[src/rtl/alu_entry_ctrl.sv]
// alu_entry_ctrl
// Operand-entry and result-presentation controller for the board top.
// Two DATA_W-bit operands are entered from the switch bank one 16-bit chunk
// at a time, most-significant chunk first. Opcode and FP mode are captured
// next, and a one-cycle start is issued to the ALU. The controller then
// captures the result (or times out) and drives 7-segment character codes
// and LEDs. Results wider than 16 bits are shown one 16-bit page at a time.
module alu_entry_ctrl #(
  parameter int DATA_W      = 32,
  parameter int TIMEOUT_CYC = 1024
) (
  input  logic              clk,
  input  logic              rst,
  input  logic              next_pulse,
  input  logic              back_pulse,
  input  logic [15:0]       sw,
  output logic [DATA_W-1:0] alu_op_a,
  output logic [DATA_W-1:0] alu_op_b,
  output logic [2:0]        alu_op_code,
  output logic              alu_mode_fp,
  output logic              alu_start,
  input  logic              alu_valid_out,
  input  logic [DATA_W-1:0] alu_result,
  input  logic [4:0]        alu_flags,
  output logic              show_result,
  output logic              error,
  output logic [15:0]       led,
  output logic [4:0]        disp_d3,
  output logic [4:0]        disp_d2,
  output logic [4:0]        disp_d1,
  output logic [4:0]        disp_d0
);

  localparam int CHUNKS = DATA_W / 16;
  localparam logic [1:0] IDX_LAST = 2'(CHUNKS - 1);

  // cnt holds the number of COMPUTE cycles already completed without a
  // valid, so the last tolerated cycle is the one where cnt == TIMEOUT_CYC-1.
  localparam int CNT_W = (TIMEOUT_CYC > 1) ? $clog2(TIMEOUT_CYC + 1) : 1;
  localparam logic [CNT_W-1:0] CNT_LAST = CNT_W'((TIMEOUT_CYC > 0) ? (TIMEOUT_CYC - 1) : 0);

  // Display driver character codes beyond the plain hex digits.
  localparam logic [4:0] CH_N     = 5'h10;
  localparam logic [4:0] CH_R     = 5'h11;
  localparam logic [4:0] CH_L     = 5'h12;
  localparam logic [4:0] CH_BLANK = 5'h14;

  typedef enum logic [2:0] {
    S_IDLE,
    S_LOAD_A,
    S_LOAD_B,
    S_CONFIG,
    S_COMPUTE,
    S_DISPLAY,
    S_ERROR
  } state_t;

  state_t           state;
  state_t           state_nxt;
  logic [1:0]       idx;
  logic [1:0]       idx_nxt;
  logic [CNT_W-1:0] cnt;
  logic [CNT_W-1:0] cnt_nxt;
  logic             start_nxt;
  logic             wr_a;
  logic             wr_b;
  logic             wr_cfg;
  logic             capture;

  logic [DATA_W-1:0] result_q;
  logic [4:0]        flags_q;
  logic [1:0]        page_sel;
  logic [15:0]       page_data;

  // Control registers: FSM state, chunk index, timeout counter, start pulse.
  always_ff @(posedge clk) begin
    if (rst) begin
      state     <= S_IDLE;
      idx       <= IDX_LAST;
      cnt       <= '0;
      alu_start <= 1'b0;
    end else begin
      state     <= state_nxt;
      idx       <= idx_nxt;
      cnt       <= cnt_nxt;
      alu_start <= start_nxt;
    end
  end

  // Next-state decode. next_pulse is tested first everywhere, so a
  // simultaneous back_pulse is dropped without any extra gating.
  always_comb begin
    state_nxt = state;
    idx_nxt   = idx;
    cnt_nxt   = cnt;
    start_nxt = 1'b0;
    wr_a      = 1'b0;
    wr_b      = 1'b0;
    wr_cfg    = 1'b0;
    capture   = 1'b0;
    case (state)
      S_IDLE: begin
        if (next_pulse) begin
          state_nxt = S_LOAD_A;
          idx_nxt   = IDX_LAST;
        end
      end
      S_LOAD_A: begin
        if (next_pulse) begin
          wr_a = 1'b1;
          if (idx != 2'd0) begin
            idx_nxt = idx - 2'd1;
          end else begin
            state_nxt = S_LOAD_B;
            idx_nxt   = IDX_LAST;
          end
        end else if (back_pulse) begin
          if (idx != IDX_LAST) begin
            idx_nxt = idx + 2'd1;
          end else begin
            state_nxt = S_IDLE;
          end
        end
      end
      S_LOAD_B: begin
        if (next_pulse) begin
          wr_b = 1'b1;
          if (idx != 2'd0) begin
            idx_nxt = idx - 2'd1;
          end else begin
            state_nxt = S_CONFIG;
          end
        end else if (back_pulse) begin
          if (idx != IDX_LAST) begin
            idx_nxt = idx + 2'd1;
          end else begin
            // Stepping back out of operand B resumes on A's last chunk.
            state_nxt = S_LOAD_A;
            idx_nxt   = 2'd0;
          end
        end
      end
      S_CONFIG: begin
        if (next_pulse) begin
          wr_cfg    = 1'b1;
          start_nxt = 1'b1;
          cnt_nxt   = '0;
          state_nxt = S_COMPUTE;
        end else if (back_pulse) begin
          state_nxt = S_LOAD_B;
          idx_nxt   = 2'd0;
        end
      end
      S_COMPUTE: begin
        if (alu_valid_out) begin
          capture   = 1'b1;
          state_nxt = S_DISPLAY;
        end else if (TIMEOUT_CYC != 0) begin
          if (cnt == CNT_LAST) begin
            state_nxt = S_ERROR;
          end else begin
            cnt_nxt = cnt + CNT_W'(1);
          end
        end
      end
      S_DISPLAY: begin
        if (next_pulse) begin
          state_nxt = S_IDLE;
        end else if (back_pulse) begin
          // Re-run path: operands are kept, only opcode/mode are re-entered.
          state_nxt = S_CONFIG;
        end
      end
      S_ERROR: begin
        if (next_pulse) begin
          state_nxt = S_IDLE;
        end
      end
      default: begin
        state_nxt = S_IDLE;
      end
    endcase
  end

  // Operand, configuration and result registers, written on decoded strobes.
  always_ff @(posedge clk) begin
    if (rst) begin
      alu_op_a    <= '0;
      alu_op_b    <= '0;
      alu_op_code <= 3'd0;
      alu_mode_fp <= 1'b0;
      result_q    <= '0;
      flags_q     <= 5'd0;
    end else begin
      for (int c = 0; c < CHUNKS; c++) begin
        if (wr_a && (idx == 2'(c))) begin
          alu_op_a[16*c +: 16] <= sw;
        end
        if (wr_b && (idx == 2'(c))) begin
          alu_op_b[16*c +: 16] <= sw;
        end
      end
      if (wr_cfg) begin
        alu_op_code <= sw[2:0];
        alu_mode_fp <= sw[14];
      end
      if (capture) begin
        result_q <= alu_result;
        flags_q  <= alu_flags;
      end
    end
  end

  // Result page chosen by sw[15:14], wrapped to the number of chunks.
  assign page_sel = 2'({30'd0, sw[15:14]} % CHUNKS);

  // Selects the 16-bit page of the captured result for display and LEDs.
  always_comb begin
    page_data = 16'h0000;
    for (int c = 0; c < CHUNKS; c++) begin
      if (page_sel == 2'(c)) begin
        page_data = result_q[16*c +: 16];
      end
    end
  end

  // Display characters, LEDs and status flags decoded from the current state.
  always_comb begin
    disp_d3     = CH_BLANK;
    disp_d2     = CH_BLANK;
    disp_d1     = CH_BLANK;
    disp_d0     = CH_BLANK;
    led         = 16'h0000;
    show_result = 1'b0;
    error       = 1'b0;
    case (state)
      S_LOAD_A: begin
        disp_d3 = CH_L;
        disp_d2 = 5'h0D;
        disp_d1 = 5'h0A;
        disp_d0 = {3'b000, idx};
      end
      S_LOAD_B: begin
        disp_d3 = CH_L;
        disp_d2 = 5'h0D;
        disp_d1 = 5'h0B;
        disp_d0 = {3'b000, idx};
      end
      S_CONFIG: begin
        disp_d3 = 5'h0C;
        disp_d2 = 5'h00;
        disp_d1 = CH_N;
        disp_d0 = 5'h0F;
      end
      S_ERROR: begin
        error   = 1'b1;
        disp_d3 = 5'h0E;
        disp_d2 = CH_R;
        disp_d1 = CH_R;
        disp_d0 = CH_BLANK;
      end
      S_DISPLAY: begin
        show_result = 1'b1;
        if (sw[13]) begin
          disp_d3 = 5'h0F;
          disp_d2 = CH_L;
          disp_d1 = {4'b0000, flags_q[4]};
          disp_d0 = {1'b0, flags_q[3:0]};
          led     = {11'b0, flags_q};
        end else begin
          disp_d3 = {1'b0, page_data[15:12]};
          disp_d2 = {1'b0, page_data[11:8]};
          disp_d1 = {1'b0, page_data[7:4]};
          disp_d0 = {1'b0, page_data[3:0]};
          led     = page_data;
        end
      end
      default: begin
        disp_d3 = CH_BLANK;
      end
    endcase
  end

endmodule

[config.mk]
export PLATFORM = sky130hd
export DESIGN_NAME = alu_entry_ctrl
export DESIGN_NICKNAME = d
export VERILOG_FILES = /design/src/rtl/alu_entry_ctrl.sv
export SDC_FILE = /design/constraint.sdc
export NUM_CORES = 1
export LEC_CHECK = 0
export CAP_MARGIN = 30
export CORE_ASPECT_RATIO = 2
export CORE_UTILIZATION = 47
export CTS_CLUSTER_DIAMETER = 30
export CTS_CLUSTER_SIZE = 25
export DETAILED_ROUTE_END_ITERATION = 6
export PLACE_DENSITY = 0.81
export SLEW_MARGIN = 20
export SYNTH_ARGS = -nofsm -noshare
export SYNTH_HDL_FRONTEND = slang
export SYNTH_SLANG_ARGS = --single-unit
export TNS_END_PERCENT = 20
[constraint.sdc]
create_clock -name clk -period 1.9 [get_ports clk]
set_input_delay 0.285 -clock clk [delete_from_list [all_inputs] [get_ports clk]]
set_output_delay 0.285 -clock clk [all_outputs]
set_load 0.02 [all_outputs]
==> impl.org <==
** Setup path
- The number of cells on the worst reg-to-reg path is 8.
- Crit path DAT :: 2.26 ns
- STA puts the critical path data required time at 2.18 ns.
- In this run the worst path has a maximum fanout of 6.
- For this run, the slowest stage of the critical path takes 0.42 ns.
- The worst setup path is captured at a flip-flop.
- Classification of the worst setup path :: flip-flop to flip-flop
- In this run the critical register-to-register path is captured at state[1].
- Counting stages on the worst path, the most repeated cell is sky130_fd_sc_hd__a21oi_1.
- The worst register-to-register path begins at state[0].
- Internal reg-to-reg setup slack :: -0.08 ns
- Startpoint type of the worst setup path :: flip-flop
- Slowest stage cell, crit path :: sky130_fd_sc_hd__a311oi_2
- The signal on the critical path passes through buf_8 -> buf_12 -> buf_4 -> nand4bb_1 -> a21oi_1 -> a311oi_2 -> a21oi_1 -> a211oi_1.

** GRT
- After global routing the overflow that remains totals 0.
- Global routing used 5.33% of the available met3 tracks.
- GRT Overall Usage :: 32.3%
- For met2 alone, demand over resource in global routing was 60.6%.
- Entering global routing, the biggest net connects 47 pins.
- Wire length of the first global-routing pass :: 29.5 mm
- In the global route stage, met1 resource usage came out at 29.8%.
- Number of global-route vias before repair :: 6035
- The global routing stage identified its most utilized layer as met2.
- The initial antenna violation count was 0.

** Yosys
- Top cell type by total area after synthesis :: sky130_fd_sc_hd__dfxtp_1
- Number of flip-flops and latches in the synthesized netlist :: 122
- In the synthesized netlist the async set-or-reset flop fraction comes to 0%.
- Most frequently used flop master after synthesis :: sky130_fd_sc_hd__dfxtp_1
- Cell with the most instances after synthesis :: sky130_fd_sc_hd__nand2_1
- Of the post-synthesis cell area, the dominant cell type holds 46.0%.
- Portion of the post-synthesis area used by sequential elements :: 46.0%
- Total nets after synthesis :: 755
- Cell area after technology mapping :: 0.00531 sq mm
- In this run, distinct cell masters in the synthesized netlist total 50.
- By count the netlist is led by sky130_fd_sc_hd__nand2_1 (185), sky130_fd_sc_hd__a21oi_1 (128), sky130_fd_sc_hd__dfxtp_1 (122).
- Sorting the synthesized cells by area gives the leading types as sky130_fd_sc_hd__dfxtp_1 (46%), sky130_fd_sc_hd__nand2_1 (13%), sky130_fd_sc_hd__a21oi_1 (12%), sky130_fd_sc_hd__mux2i_1 (4.0%), sky130_fd_sc_hd__nand3_1 (3.8%).
- Synthesis produced 692 cells.
- The synthesized design contains 0 enable-type register cells.
- Ys Warns :: 0
- Per-instance average area after synthesis :: 7.68 sq um

** Floorplanning
- Top-level port count :: 165
- Row generation in the floorplan step produced 54 rows.
- Die outline height :: 152 um
- Placeable core region :: 0.0109 sq mm
- Initial Utilization :: 48.5%
- The die is 77.2 um wide.
- Die ar. :: 0.0118 sq mm

** Clocking
- Clock network latency to the later pin of the worst-skew pair :: 0.41 ns
- In this run the clock root is driven by a sky130_fd_sc_hd__clkbuf_16.
- Clock transition at the register clock pins on the worst setup and hold paths after CTS :: 0.06 ns
- The clock passes through at most 2 buffers.
- Number of clock sinks :: 122
- The number of hold buffers added after CTS was 0.
- Maximum level of the CTS H-tree :: 4
- In this run, CTS created clock tree buffers numbering 17.
- TritonCTS built the clock tree.

** Timing
- At the pin with the least slew margin, the transition time is 0.531 ns.
- Unrepaired setup endpoints after global routing :: yes
- Minimum clock period :: 1.98 ns
- Max-slew violation total from the final report :: 0
- Setup violations remaining at the end of the flow were counted as 7.
- Across all setup checks in the final design, the least slack found is -0.0825 ns.
- Measured against its own limit, the worst slew margin works out to 64.3%.
- The final hold violation count is 0.
- In the final timing run, aggregate negative setup slack is -0.241 ns.
- Final critical-path share of the clock period :: 104%
- Fmax achieved :: 0.504 GHz
- Worst clock skew :: 0.00664 ns
- The tightest hold path in the finished design has a slack of 0.290 ns.

** Placed design
- Buffers added on ports :: 164
- Routability-driven placement congestion ratio :: 0.899
- Post-placement cell area :: 0.00746 sq mm
- HPWL after detailed placement :: 13.5 mm

** Power
- The share of total power dissipated in the clock network is 33.6%.
- For this design the total switching power over the nets is 0.00314 W.
- Dividing total power by cell area gives a power density of 1120 mW/mm^2.
- Cell-internal power :: 0.00618 W
- LEAKAGE :: 3.03 nW
- Maximum ir drop on the vdd rail :: 1.11 mV
- In this run, the combinational gates consume 36.0% of the power.
- Switching share of power :: 33.7%
- Portion of total power attributed to sequential cells :: 30.5%

** Drt
- TritonRoute pass-1 iters :: 6
- Dividing the detail-routed via count by the number of cells gives 5.73.
- Dividing the detail-routed wire length by the instance count gives 19.0 um.
- Final WL :: 20.0 mm
- Across all layers, the routed design uses 6008 vias.
- For this run, design rule violations remaining after detail routing come to 0.
- Drt first-iter violations :: 396
- The detail route stage leaves a number of antenna-violating nets equal to 0.

** Worst hold path
- Worst min-delay path endpoint :: result_q[14]
- The worst hold path belongs to the class input pin to flip-flop.
- Launch point of the worst hold path :: rst
- Along the worst hold path, the cell count comes to 2.

** Finish
- The filler cells instantiated in the layout total 755.
- Layout Area Growth over Synthesis :: 56.8%
- Fraction of final layout cells sized beyond drive strength 1 :: 22.8%
- 0 antenna diodes ended up in the layout.
- NumNets Final :: 960
- In the final layout, the multi-input gates occupy 0.00285 sq mm.
- Final core utilization :: 76.1%
- Post-route cell area :: 0.00833 sq mm
- In the final layout, flip-flops and latches occupy 0.00245 sq mm.

** Outcome
- The flow ran to the end, but the final reports show violations.
- The final reports fail on setup timing.

** Run
- Max-capacitance violation count :: 0
==> final cells by class <==
type	count	share of cell area (%)
clock buffers	19	5.32
repair buffers	237	26.9
inverters	8	0.391
well taps	140	2.10
multi-input cells	511	34.3
clock inverters	12	1.50
flip-flops and latches	122	29.5
==> cell families (layout without fill, tap and decap cells) <==
kind of cell / after synthesis / after routing / share of synthesized area, %
buffers and inverters: 60 / 276 / 5.04
DFF: 122 / 122 / 46.0
AOI/OAI and AO/OA: 158 / 158 / 15.8
adders and majority gates: 5 / 5 / 1.18
muxes: 21 / 21 / 3.96
xor gates and xnor gates: 9 / 9 / 1.48
and+or+nand+nor: 317 / 318 / 26.6
==> state kept, by name, indices dropped and copies added (netlist names) <==
| register | flops |
|---|---|
| alu_op_code | 3 |
| alu_mode_fp | 1 |
| alu_start | 1 |
| flags_q | 5 |
| cnt | 11 |
| alu_op_b | 32 |
| idx | 2 |
| alu_op_a | 32 |
| result_q | 32 |
| state | 3 |
==> critical path: cells and delay by family, from the launching register on <==
family / cells / cell delay, ns
AO/OA/AOI/OAI: 4 / 1.00
buffers and inverters: 3 / 0.36
flip-flops: 1 / 0.37
AND/OR/NAND/NOR: 1 / 0.12
==> how the worst max path moves through the flow <==
stage | start | end | slack (ns) | cells past startpoint
2_1_floorplan | state[0] | disp_d0[0] | -0.03 | 6
3_3_place_gp | sw[14] | disp_d3[2] | -0.48 | 6
3_5_place_dp | sw[14] | disp_d3[2] | -0.51 | 6
4_1_cts | state[0] | disp_d1[2] | -0.08 | 5
5_1_grt | idx[0] | state[1] | -0.12 | 7
6_report | state[0] | state[1] | -0.08 | 8
==> per-layer routing <==
metal  routed length [um]  part of all wire [%]
met3                 1130                   5.7
met2                10900                    55
met1                 6250                    31
met4                 1680                   8.4
met5                    0                     0
==> power by group through the flow <==
stage,Sequential [W],Combinational (W),Clock (W)
after global placement,0.00285,0.00282,0
after global routing,0.00285,0.00351,0.00328
after detailed placement,0.00286,0.00287,0
final,0.00284,0.00335,0.00313
after CTS,0.00281,0.00290,0.00312
after floorplan,0.00297,0.00136,0
==> cell usage in the layout (no fill, tap or decap), types with 15 or more instances in the layout <==
master / synthesis / routed
sky130_fd_sc_hd__nand2_1: 185 / 182
sky130_fd_sc_hd__clkdlybuf4s50_1: 0 / 123
sky130_fd_sc_hd__buf_4: 2 / 64
sky130_fd_sc_hd__mux2i_1: 21 / 15
sky130_fd_sc_hd__dfxtp_1: 122 / 118
sky130_fd_sc_hd__nand3_1: 40 / 39
sky130_fd_sc_hd__nor2_1: 43 / 41
sky130_fd_sc_hd__buf_2: 15 / 22
sky130_fd_sc_hd__a21oi_1: 128 / 117
sky130_fd_sc_hd__clkbuf_16: 0 / 18
==> stage by stage <==
| step | cells | total power (W) | worst slack, ns |
|---|---|---|---|
| final | 1049 | 0.00932 | -0.0825 |
| after global routing | 1049 | 0.00964 | -0.115 |
| after CTS | 1042 | 0.00883 | -0.0758 |
| after detailed placement | 1008 | 0.00572 | -0.511 |
| after global placement | 1008 | 0.00567 | -0.484 |
| after floorplan | 692 | 0.00433 | -0.0344 |
==> timing repair <==
item,4_1_cts,5_1_grt
buffers inserted,2,5
endpoints found under the setup margin,43,81
gates resized for setup,189,78
cloned,1,2
pin swaps,5,14
Power figures use the tool's default switching activity.
